`src/rtl/dpll_loop_filter_pkg.sv`:
```
// Shared types and default parameters for the DPLL digital loop filter.
package loop_filter_pkg;

    typedef enum logic {
        RANDOM_WALK = 1'b0,
        N_BEFORE_M  = 1'b1
    } lf_mode_e;

    localparam int unsigned CNT_W_DEF       = 8;
    localparam int unsigned WINDOW_DEF      = 15;
    localparam int unsigned LOCK_CYCLES_DEF = 1024;

endpackage

```
`src/rtl/dpll_loop_filter_if.sv`:
```
// Phase-detector / oscillator-control bundle seen by the loop filter.
interface dpll_loop_filter_if #(
    parameter int unsigned CNT_W = loop_filter_pkg::CNT_W_DEF
);
    logic             forwarding_i;
    logic             slowing_i;
    logic             mode_i;
    logic [CNT_W-1:0] threshold_i;
    logic             positiveShift_o;
    logic             negativeShift_o;
    logic             locked_o;

    modport master (
        output forwarding_i, slowing_i, mode_i, threshold_i,
        input  positiveShift_o, negativeShift_o, locked_o
    );

    modport slave (
        input  forwarding_i, slowing_i, mode_i, threshold_i,
        output positiveShift_o, negativeShift_o, locked_o
    );
endinterface

```
`src/rtl/dpll_loop_filter_lock_detector.sv`:
```
// Saturating count of pulse-free cycles; locked once the count reaches LOCK_CYCLES.
module lock_detector
    import loop_filter_pkg::*;
#(
    parameter int unsigned LOCK_CYCLES = LOCK_CYCLES_DEF
) (
    input  logic clk_i,
    input  logic reset_i,
    input  logic pulse_i,
    output logic locked_o
);
    localparam int unsigned    LW       = $clog2(LOCK_CYCLES + 1);
    localparam logic [LW-1:0] LOCK_MAX = LW'(LOCK_CYCLES);

    logic [LW-1:0] cnt_q, cnt_d;

    always_comb begin
        cnt_d = cnt_q;
        if (pulse_i) begin
            cnt_d = '0;
        end else if (cnt_q != LOCK_MAX) begin
            cnt_d = cnt_q + LW'(1);
        end
    end

    always_ff @(posedge clk_i or negedge reset_i) begin
        if (!reset_i) begin
            cnt_q <= '0;
        end else begin
            cnt_q <= cnt_d;
        end
    end

    assign locked_o = (cnt_q == LOCK_MAX);
endmodule

```
`src/rtl/dpll_loop_filter.sv`:
```
// DPLL loop filter: random-walk or N-before-M filtering of phase-detector events
// into one-cycle oscillator shift requests, plus lock indication.
module dpll_loop_filter
    import loop_filter_pkg::*;
#(
    parameter int unsigned CNT_W       = CNT_W_DEF,
    parameter int unsigned WINDOW      = WINDOW_DEF,
    parameter int unsigned LOCK_CYCLES = LOCK_CYCLES_DEF
) (
    input  logic              clk_i,
    input  logic              reset_i,
    dpll_loop_filter_if.slave lf
);
    // Two guard bits so the +/-N compares cannot wrap for any legal N.
    localparam int unsigned   AW      = CNT_W + 2;
    localparam logic [CNT_W:0] WIN_EXT = (CNT_W + 1)'(WINDOW);

    logic signed [CNT_W:0]   acc_q, acc_d;
    logic        [CNT_W-1:0] up_cnt_q, up_cnt_d;
    logic        [CNT_W-1:0] dn_cnt_q, dn_cnt_d;
    logic        [CNT_W-1:0] win_cnt_q, win_cnt_d;
    logic                    mode_q;
    logic                    pos_q, pos_d;
    logic                    neg_q, neg_d;

    logic                    ev_up, ev_dn, mode_chg;
    lf_mode_e                mode_cur;
    logic        [CNT_W-1:0] thr_eff;
    logic        [CNT_W:0]   thr_ext, up_inc, dn_inc, win_inc;
    logic signed [AW-1:0]    acc_ext, acc_inc, acc_dec, n_pos;

    assign ev_up    = lf.forwarding_i & ~lf.slowing_i;
    assign ev_dn    = lf.slowing_i & ~lf.forwarding_i;
    assign mode_cur = lf_mode_e'(lf.mode_i);
    assign mode_chg = lf.mode_i != mode_q;
    assign thr_eff  = (lf.threshold_i == '0) ? CNT_W'(1) : lf.threshold_i;
    assign thr_ext  = {1'b0, thr_eff};

    assign acc_ext = {acc_q[CNT_W], acc_q};
    assign acc_inc = acc_ext + AW'(1);
    assign acc_dec = acc_ext - AW'(1);
    assign n_pos   = {2'b00, thr_eff};

    assign up_inc  = {1'b0, up_cnt_q} + (CNT_W + 1)'(1);
    assign dn_inc  = {1'b0, dn_cnt_q} + (CNT_W + 1)'(1);
    assign win_inc = {1'b0, win_cnt_q} + (CNT_W + 1)'(1);

    always_comb begin
        acc_d     = acc_q;
        up_cnt_d  = up_cnt_q;
        dn_cnt_d  = dn_cnt_q;
        win_cnt_d = win_cnt_q;
        pos_d     = 1'b0;
        neg_d     = 1'b0;

        if (mode_chg) begin
            acc_d     = '0;
            up_cnt_d  = '0;
            dn_cnt_d  = '0;
            win_cnt_d = '0;
        end else if (mode_cur == RANDOM_WALK) begin
            // >= / <= so a threshold lowered under the current count trips at once.
            if (ev_up) begin
                if (acc_inc >= n_pos) begin
                    pos_d = 1'b1;
                    acc_d = '0;
                end else begin
                    acc_d = acc_inc[CNT_W:0];
                end
            end else if (ev_dn) begin
                if (acc_dec <= -n_pos) begin
                    neg_d = 1'b1;
                    acc_d = '0;
                end else begin
                    acc_d = acc_dec[CNT_W:0];
                end
            end
        end else if (ev_up || ev_dn) begin
            if (ev_up && (up_inc >= thr_ext)) begin
                pos_d     = 1'b1;
                up_cnt_d  = '0;
                dn_cnt_d  = '0;
                win_cnt_d = '0;
            end else if (ev_dn && (dn_inc >= thr_ext)) begin
                neg_d     = 1'b1;
                up_cnt_d  = '0;
                dn_cnt_d  = '0;
                win_cnt_d = '0;
            end else if (win_inc >= WIN_EXT) begin
                up_cnt_d  = '0;
                dn_cnt_d  = '0;
                win_cnt_d = '0;
            end else begin
                win_cnt_d = win_inc[CNT_W-1:0];
                if (ev_up) begin
                    up_cnt_d = up_inc[CNT_W-1:0];
                end else begin
                    dn_cnt_d = dn_inc[CNT_W-1:0];
                end
            end
        end
    end

    always_ff @(posedge clk_i or negedge reset_i) begin
        if (!reset_i) begin
            acc_q     <= '0;
            up_cnt_q  <= '0;
            dn_cnt_q  <= '0;
            win_cnt_q <= '0;
            mode_q    <= 1'b0;
            pos_q     <= 1'b0;
            neg_q     <= 1'b0;
        end else begin
            acc_q     <= acc_d;
            up_cnt_q  <= up_cnt_d;
            dn_cnt_q  <= dn_cnt_d;
            win_cnt_q <= win_cnt_d;
            mode_q    <= lf.mode_i;
            pos_q     <= pos_d;
            neg_q     <= neg_d;
        end
    end

    assign lf.positiveShift_o = pos_q;
    assign lf.negativeShift_o = neg_q;

    lock_detector #(
        .LOCK_CYCLES (LOCK_CYCLES)
    ) u_lock (
        .clk_i    (clk_i),
        .reset_i  (reset_i),
        .pulse_i  (pos_q | neg_q),
        .locked_o (lf.locked_o)
    );
endmodule

```
`src/flat_wrapper.sv`:
```
// flat-port wrapper written by rule: the top's interface ports become plain ports
module dpll_loop_filter_flat import loop_filter_pkg::*;
#(
    parameter int unsigned CNT_W       = CNT_W_DEF,
    parameter int unsigned WINDOW      = WINDOW_DEF,
    parameter int unsigned LOCK_CYCLES = LOCK_CYCLES_DEF
)
  (clk_i, reset_i, lf_forwarding_i, lf_slowing_i, lf_mode_i, lf_threshold_i, lf_positiveShift_o, lf_negativeShift_o, lf_locked_o);
  dpll_loop_filter_if #(.CNT_W(CNT_W)) lf_i ();
  input  logic clk_i;
  input  logic reset_i;
  input wire logic [$bits(lf_i.forwarding_i)-1:0] lf_forwarding_i;
  input wire logic [$bits(lf_i.slowing_i)-1:0] lf_slowing_i;
  input wire logic [$bits(lf_i.mode_i)-1:0] lf_mode_i;
  input wire logic [$bits(lf_i.threshold_i)-1:0] lf_threshold_i;
  output wire logic [$bits(lf_i.positiveShift_o)-1:0] lf_positiveShift_o;
  output wire logic [$bits(lf_i.negativeShift_o)-1:0] lf_negativeShift_o;
  output wire logic [$bits(lf_i.locked_o)-1:0] lf_locked_o;
  assign lf_i.forwarding_i = lf_forwarding_i;
  assign lf_i.slowing_i = lf_slowing_i;
  assign lf_i.mode_i = lf_mode_i;
  assign lf_i.threshold_i = lf_threshold_i;
  assign lf_positiveShift_o = lf_i.positiveShift_o;
  assign lf_negativeShift_o = lf_i.negativeShift_o;
  assign lf_locked_o = lf_i.locked_o;
  dpll_loop_filter #(.CNT_W(CNT_W), .WINDOW(WINDOW), .LOCK_CYCLES(LOCK_CYCLES)) u_core (.clk_i(clk_i), .reset_i(reset_i), .lf(lf_i));
endmodule
```
`config.mk`:
```
export PLATFORM = sky130hd
export DESIGN_NAME = dpll_loop_filter_flat
export DESIGN_NICKNAME = d
export VERILOG_FILES = /design/src/rtl/dpll_loop_filter_pkg.sv /design/src/rtl/dpll_loop_filter_if.sv /design/src/rtl/dpll_loop_filter_lock_detector.sv /design/src/rtl/dpll_loop_filter.sv /design/src/flat_wrapper.sv
export SDC_FILE = /design/constraint.sdc
export NUM_CORES = 1
export LEC_CHECK = 0
export ABC_AREA = 1
export CAP_MARGIN = 30
export CORE_MARGIN = 5
export CORE_UTILIZATION = 52
export CTS_CLUSTER_DIAMETER = 150
export DETAILED_ROUTE_END_ITERATION = 7
export GPL_ROUTABILITY_DRIVEN = 0
export GPL_TIMING_DRIVEN = 1
export PLACE_DENSITY = 0.74
export SLEW_MARGIN = 20
export SYNTH_ARGS = -nofsm -noshare
export SYNTH_HDL_FRONTEND = slang
export SYNTH_SLANG_ARGS = --single-unit
```
`constraint.sdc`:
```
create_clock -name clk_i -period 6.03 [get_ports clk_i]
set_input_delay 0.603 -clock clk_i [delete_from_list [all_inputs] [get_ports clk_i]]
set_output_delay 0.603 -clock clk_i [all_outputs]
set_load 0.01 [all_outputs]
```
==> metrics.sh <==
NETLIST-CELL-TYPE-COUNT=35
DATA_ARRIVAL_TIME_AT_THE_WORST_SLACK_ENDPOINT_NS=3.93
SYNTH_SEQ_CELLS=47
POST_CTS_BUFFERS=0
FP.COREAREA_UM2=7210
LAYOUT_WORST_PATH_CYCLE_SHARE_PCT=61.3
POST-ROUTE-DRC-COUNT=0
GRT_START_MAX_NET_PINS=48
LAYOUT.AREA.SEQ_UM2=1180
NUM-FILL-CELLS=698
IO_PINS=16
WORSTPATHREQUIRED_NS=6.26
SETUP_VIOL_COUNT_FINAL=0
POST_ROUTE_CELLS_DRIVE_ABOVE_1_SHARE_PCT=4.81
DP_SLACK_NS=2.00
CLOCK_SINKS=47
CTSHTREEMAXLEVEL=2
P_CLK_SHARE_PCT=15.1
DPL-INSTANCE-AREA_UM2=4080
FINAL_CRITICAL_PATH_SETUP_SLACK_NS=2.33
MAX-CLOCK-PATH-BUFFERS=2
INTPOWER_uW=696
CP_MAX_FO=9
SYNTH_SIMPLE_GATE_AREA_SHARE_PCT=29.4
WORST_MAX_SLEW_PIN_SLEW_NS=0.593
REPORT.FINAL.HOLD_VIOL_COUNT=0
MULTI_INPUT_AREA_UM2=2320
TIMING.REG2REG.SETUP_SLACK_NS=2.95
CRITICAL_PATH.ENDPOINT_TYPE='flip-flop'
VDD_DROP_MAX_uV=145
ANTENNA_VIOLATIONS_BEFORE_REPAIR=0
WORST_HOLD_PATH_TYPE='primary input to async pin'
YOSYS-MUX-AREA-FRACTION_PCT=0
DIE_AREA_UM2=9190
CRITICAL_PATH.STARTPOINT_TYPE='primary input'
SYNTH-SEQ-AREA-SHARE_PCT=30.7
SYNTH-COMPOUND-AREA-SHARE_PCT=8.97
CTS_ROOT_BUFFER='sky130_fd_sc_hd__clkbuf_8'
DIEWIDTH_UM=95.9
YOSYS_WARNINGS=0
FP.DIEH_UM=95.9
TOTALNEGATIVESETUPSLACK_NS=0
DP_HPWL_UM=6300
GROUTE.USAGE.OVERALL_PCT=19.0
GRT_OVERFLOW=0
FIRST_GLOBAL_VIAS=3044
LAYOUT.CELL_AREA.NON_FILLER_UM2=4170
DRT_ITER0_MARKERS=151
CTS.CLK_SLEW.WORST_PATHS_NS=0.10
SYN_AREA_UM2=3830
STATIC-LEAKAGE-POWER_uW=0.00226
PLACEMENT.IO_BUFFERS=15
START_UTIL_PCT=53.2
RSZ0062_AT_GRT='no'
LAYOUT_COMMON_CELLS='sky130_fd_sc_hd__nand2_1 (115), sky130_fd_sc_hd__inv_1 (78), sky130_fd_sc_hd__nand3_1 (51)'
POST_CTS_RESIZED=0
FMAXACHIEVABLE_MHz=271
CELLPOWERDENSITY_nW_PER_UM2=312
LAYOUT_MIN_CYCLE_TIME_NS=3.70
POST_SYNTH_XOR_XNOR_AREA_PCT=7.08
SYNTH_TOP_FAMILY_BY_AREA='simple AND/OR/NAND/NOR gates'
DRT-TOTAL-WL_UM=8020
SYNTHARSTFLOPSHARE_PCT=100
ROW_COUNT=31
AVGVIACOUNTPERCELL=5.10
COMBINATIONALPOWERSHARE_PCT=51.4
GRT_FIRST_PASS_WIRELENGTH_UM=13700
NUM_VIAS=3256
LAYOUT-AREA-OVERHEAD-VS-SYNTH_PCT=8.84
SWITCHING_POWER_uW=605
ROUTE.ANTENNA.REMAINING_NETS=0
YOSYS_MOST_USED_DFF='sky130_fd_sc_hd__dfrtp_1'
SETUP.WORST_PATH.CLASS='primary input to flip-flop'
WORST_CLOCK_SKEW_NS=0.00941
CTS_HOLD_BUFFERS=0
SYNTH_EDF_COUNT=0
SYNTHADDERAREAFRAC_PCT=15.0
WL_PER_CELL_UM=12.6
TIMING.SLEW.HEADROOM_PCT=60.5
SYN-NUM-NETS=581
LAYOUT.CELLS.MOST_COMMON='sky130_fd_sc_hd__nand2_1'
CTS-BUFFERS-INSERTED=5
SYNTH_AREA_PER_INST_UM2=7.35
SYN-INSTANCE-COUNT=522
CTS_TREE='yes'
DR.PASS1.ITERS=4
RUN_STATUS='finished, final reports clean'
WORSTSKEWPAIRLATENCY_NS=0.30
POWER.SHARE.SWITCHING_PCT=46.5
INSERTEDDIODECOUNT=0
SHARE_SEQ_OF_TOTAL_POWER_PCT=33.5
MAX_CAP_VIOL_COUNT=0
LAYOUT.CORE_UTILIZATION_PCT=57.9
DRV_SLEW=0
FIN_NETS=598
area by class of cell:
type | count | area share [%]
flip-flops and latches | 47 | 28.2
repair buffers | 17 | 3.84
inverters | 80 | 7.19
clock buffers | 5 | 1.65
clock inverters | 3 | 0.570
multi-input cells | 388 | 55.6
well taps | 99 | 2.97
layer usage:
| layer | GRT usage, % | vias to the layer above | share of wire [%] |
|---|---|---|---|
| met1 | 25.6 | 1479 | 49 |
| met2 | 32.0 | 33 | 48 |
| met4 | 4.74 | 0 | 0.81 |
| met3 | 2.66 | 5 | 2.6 |
| li1 | - | 1739 | - |
| met5 | 0 | - | 0 |
through the flow:
| step | cells | power (uW) | hold WS (ns) |
|---|---|---|---|
| final | 639 | 1300 | 0.368 |
| after global routing | 639 | 1440 | 0.434 |
| after CTS | 639 | 1310 | 0.399 |
| after detailed placement | 631 | 1100 | 0.480 |
| after global placement | 631 | 1080 | 0.476 |
| after floorplan | 522 | 938 | 0.307 |
sequential cells by signal, summed over array words and instances, names as in the netlist:
signal                     cells
u_core.lf.negativeShift_o      1
u_core.mode_q                  1
u_core.dn_cnt_q                8
u_core.lf.positiveShift_o      1
u_core.up_cnt_q                8
u_core.win_cnt_q               8
u_core.u_lock.cnt_q           11
u_core.acc_q                   9
power groups by stage:
stage,clock [uW],combinational (uW),sequential (uW)
floorplan,0,530,409
global placement,0,644,437
detailed placement,0,664,441
CTS,205,668,435
global route,215,783,444
finish,197,669,436
synthesized netlist by cell type, types with 2 or more instances:
cell | instances | area (um^2)
sky130_fd_sc_hd__nand3b_1 | 2 | 15.0
sky130_fd_sc_hd__a21oi_1 | 22 | 110
sky130_fd_sc_hd__nand3_2 | 2 | 20.0
sky130_fd_sc_hd__dfrtp_1 | 47 | 1180
sky130_fd_sc_hd__nand2_1 | 115 | 432
sky130_fd_sc_hd__nand2_2 | 2 | 12.5
sky130_fd_sc_hd__clkbuf_1 | 3 | 11.3
sky130_fd_sc_hd__ha_1 | 46 | 576
sky130_fd_sc_hd__xor2_1 | 28 | 245
sky130_fd_sc_hd__nor4_1 | 3 | 18.8
sky130_fd_sc_hd__nor3_1 | 14 | 70.1
sky130_fd_sc_hd__nand3_1 | 51 | 255
sky130_fd_sc_hd__buf_2 | 3 | 15.0
sky130_fd_sc_hd__o21ai_0 | 23 | 115
sky130_fd_sc_hd__nand4_1 | 14 | 87.6
sky130_fd_sc_hd__a21oi_2 | 2 | 17.5
sky130_fd_sc_hd__inv_1 | 78 | 293
sky130_fd_sc_hd__xnor2_1 | 3 | 26.3
sky130_fd_sc_hd__inv_2 | 2 | 7.51
sky130_fd_sc_hd__a31oi_1 | 2 | 12.5
sky130_fd_sc_hd__nor2_1 | 37 | 139
sky130_fd_sc_hd__o21bai_1 | 3 | 22.5
sky130_fd_sc_hd__nor2_2 | 2 | 12.5
sky130_fd_sc_hd__nor2_4 | 3 | 33.8
sky130_fd_sc_hd__a21o_1 | 2 | 15.0
sky130_fd_sc_hd__o21ai_1 | 3 | 15.0
sky130_fd_sc_hd__a21boi_0 | 2 | 15.0
critical path, cell delays in order:
cell,delay [ns]
sky130_fd_sc_hd__clkdlybuf4s50_1,0.42
sky130_fd_sc_hd__inv_1,0.18
sky130_fd_sc_hd__nand2_1,0.12
sky130_fd_sc_hd__nor3_1,0.15
sky130_fd_sc_hd__nand2_1,0.07
sky130_fd_sc_hd__o21bai_1,0.38
sky130_fd_sc_hd__inv_1,0.10
sky130_fd_sc_hd__ha_1,0.24
sky130_fd_sc_hd__nand2_1,0.13
sky130_fd_sc_hd__nor3_1,0.07
sky130_fd_sc_hd__xor2_1,0.14
sky130_fd_sc_hd__ha_1,0.28
sky130_fd_sc_hd__nand2_1,0.06
sky130_fd_sc_hd__nor2_1,0.16
sky130_fd_sc_hd__o211ai_1,0.12
sky130_fd_sc_hd__nand4_1,0.09
sky130_fd_sc_hd__nand3_1,0.11
sky130_fd_sc_hd__nand2_1,0.27
sky130_fd_sc_hd__nand2_1,0.08
sky130_fd_sc_hd__o21ai_0,0.17
worst paths after layout:
path	startpoint	end	cells past startpoint
max	lf_threshold_i[5]	u_core.acc_q[7]	20
min	reset_i	u_core.acc_q[4]	2
min reg2reg	u_core.u_lock.cnt_q[3]	u_core.u_lock.cnt_q[3]	1
max reg2reg	u_core.acc_q[0]	u_core.acc_q[7]	17
max in group asynchronous	reset_i	u_core.up_cnt_q[7]	2
min in group clk_i	u_core.u_lock.cnt_q[3]	u_core.u_lock.cnt_q[3]	1
cell families (layout without fill, tap and decap cells):
| family | after synthesis | in the layout |
|---|---|---|
| compound gates | 62 | 62 |
| buf+inv | 87 | 105 |
| xor+xnor | 31 | 31 |
| flops | 47 | 47 |
| fa+ha+maj | 46 | 46 |
| simple gates | 248 | 248 |
| other cells | 1 | 1 |
Power figures use the tool's default switching activity.
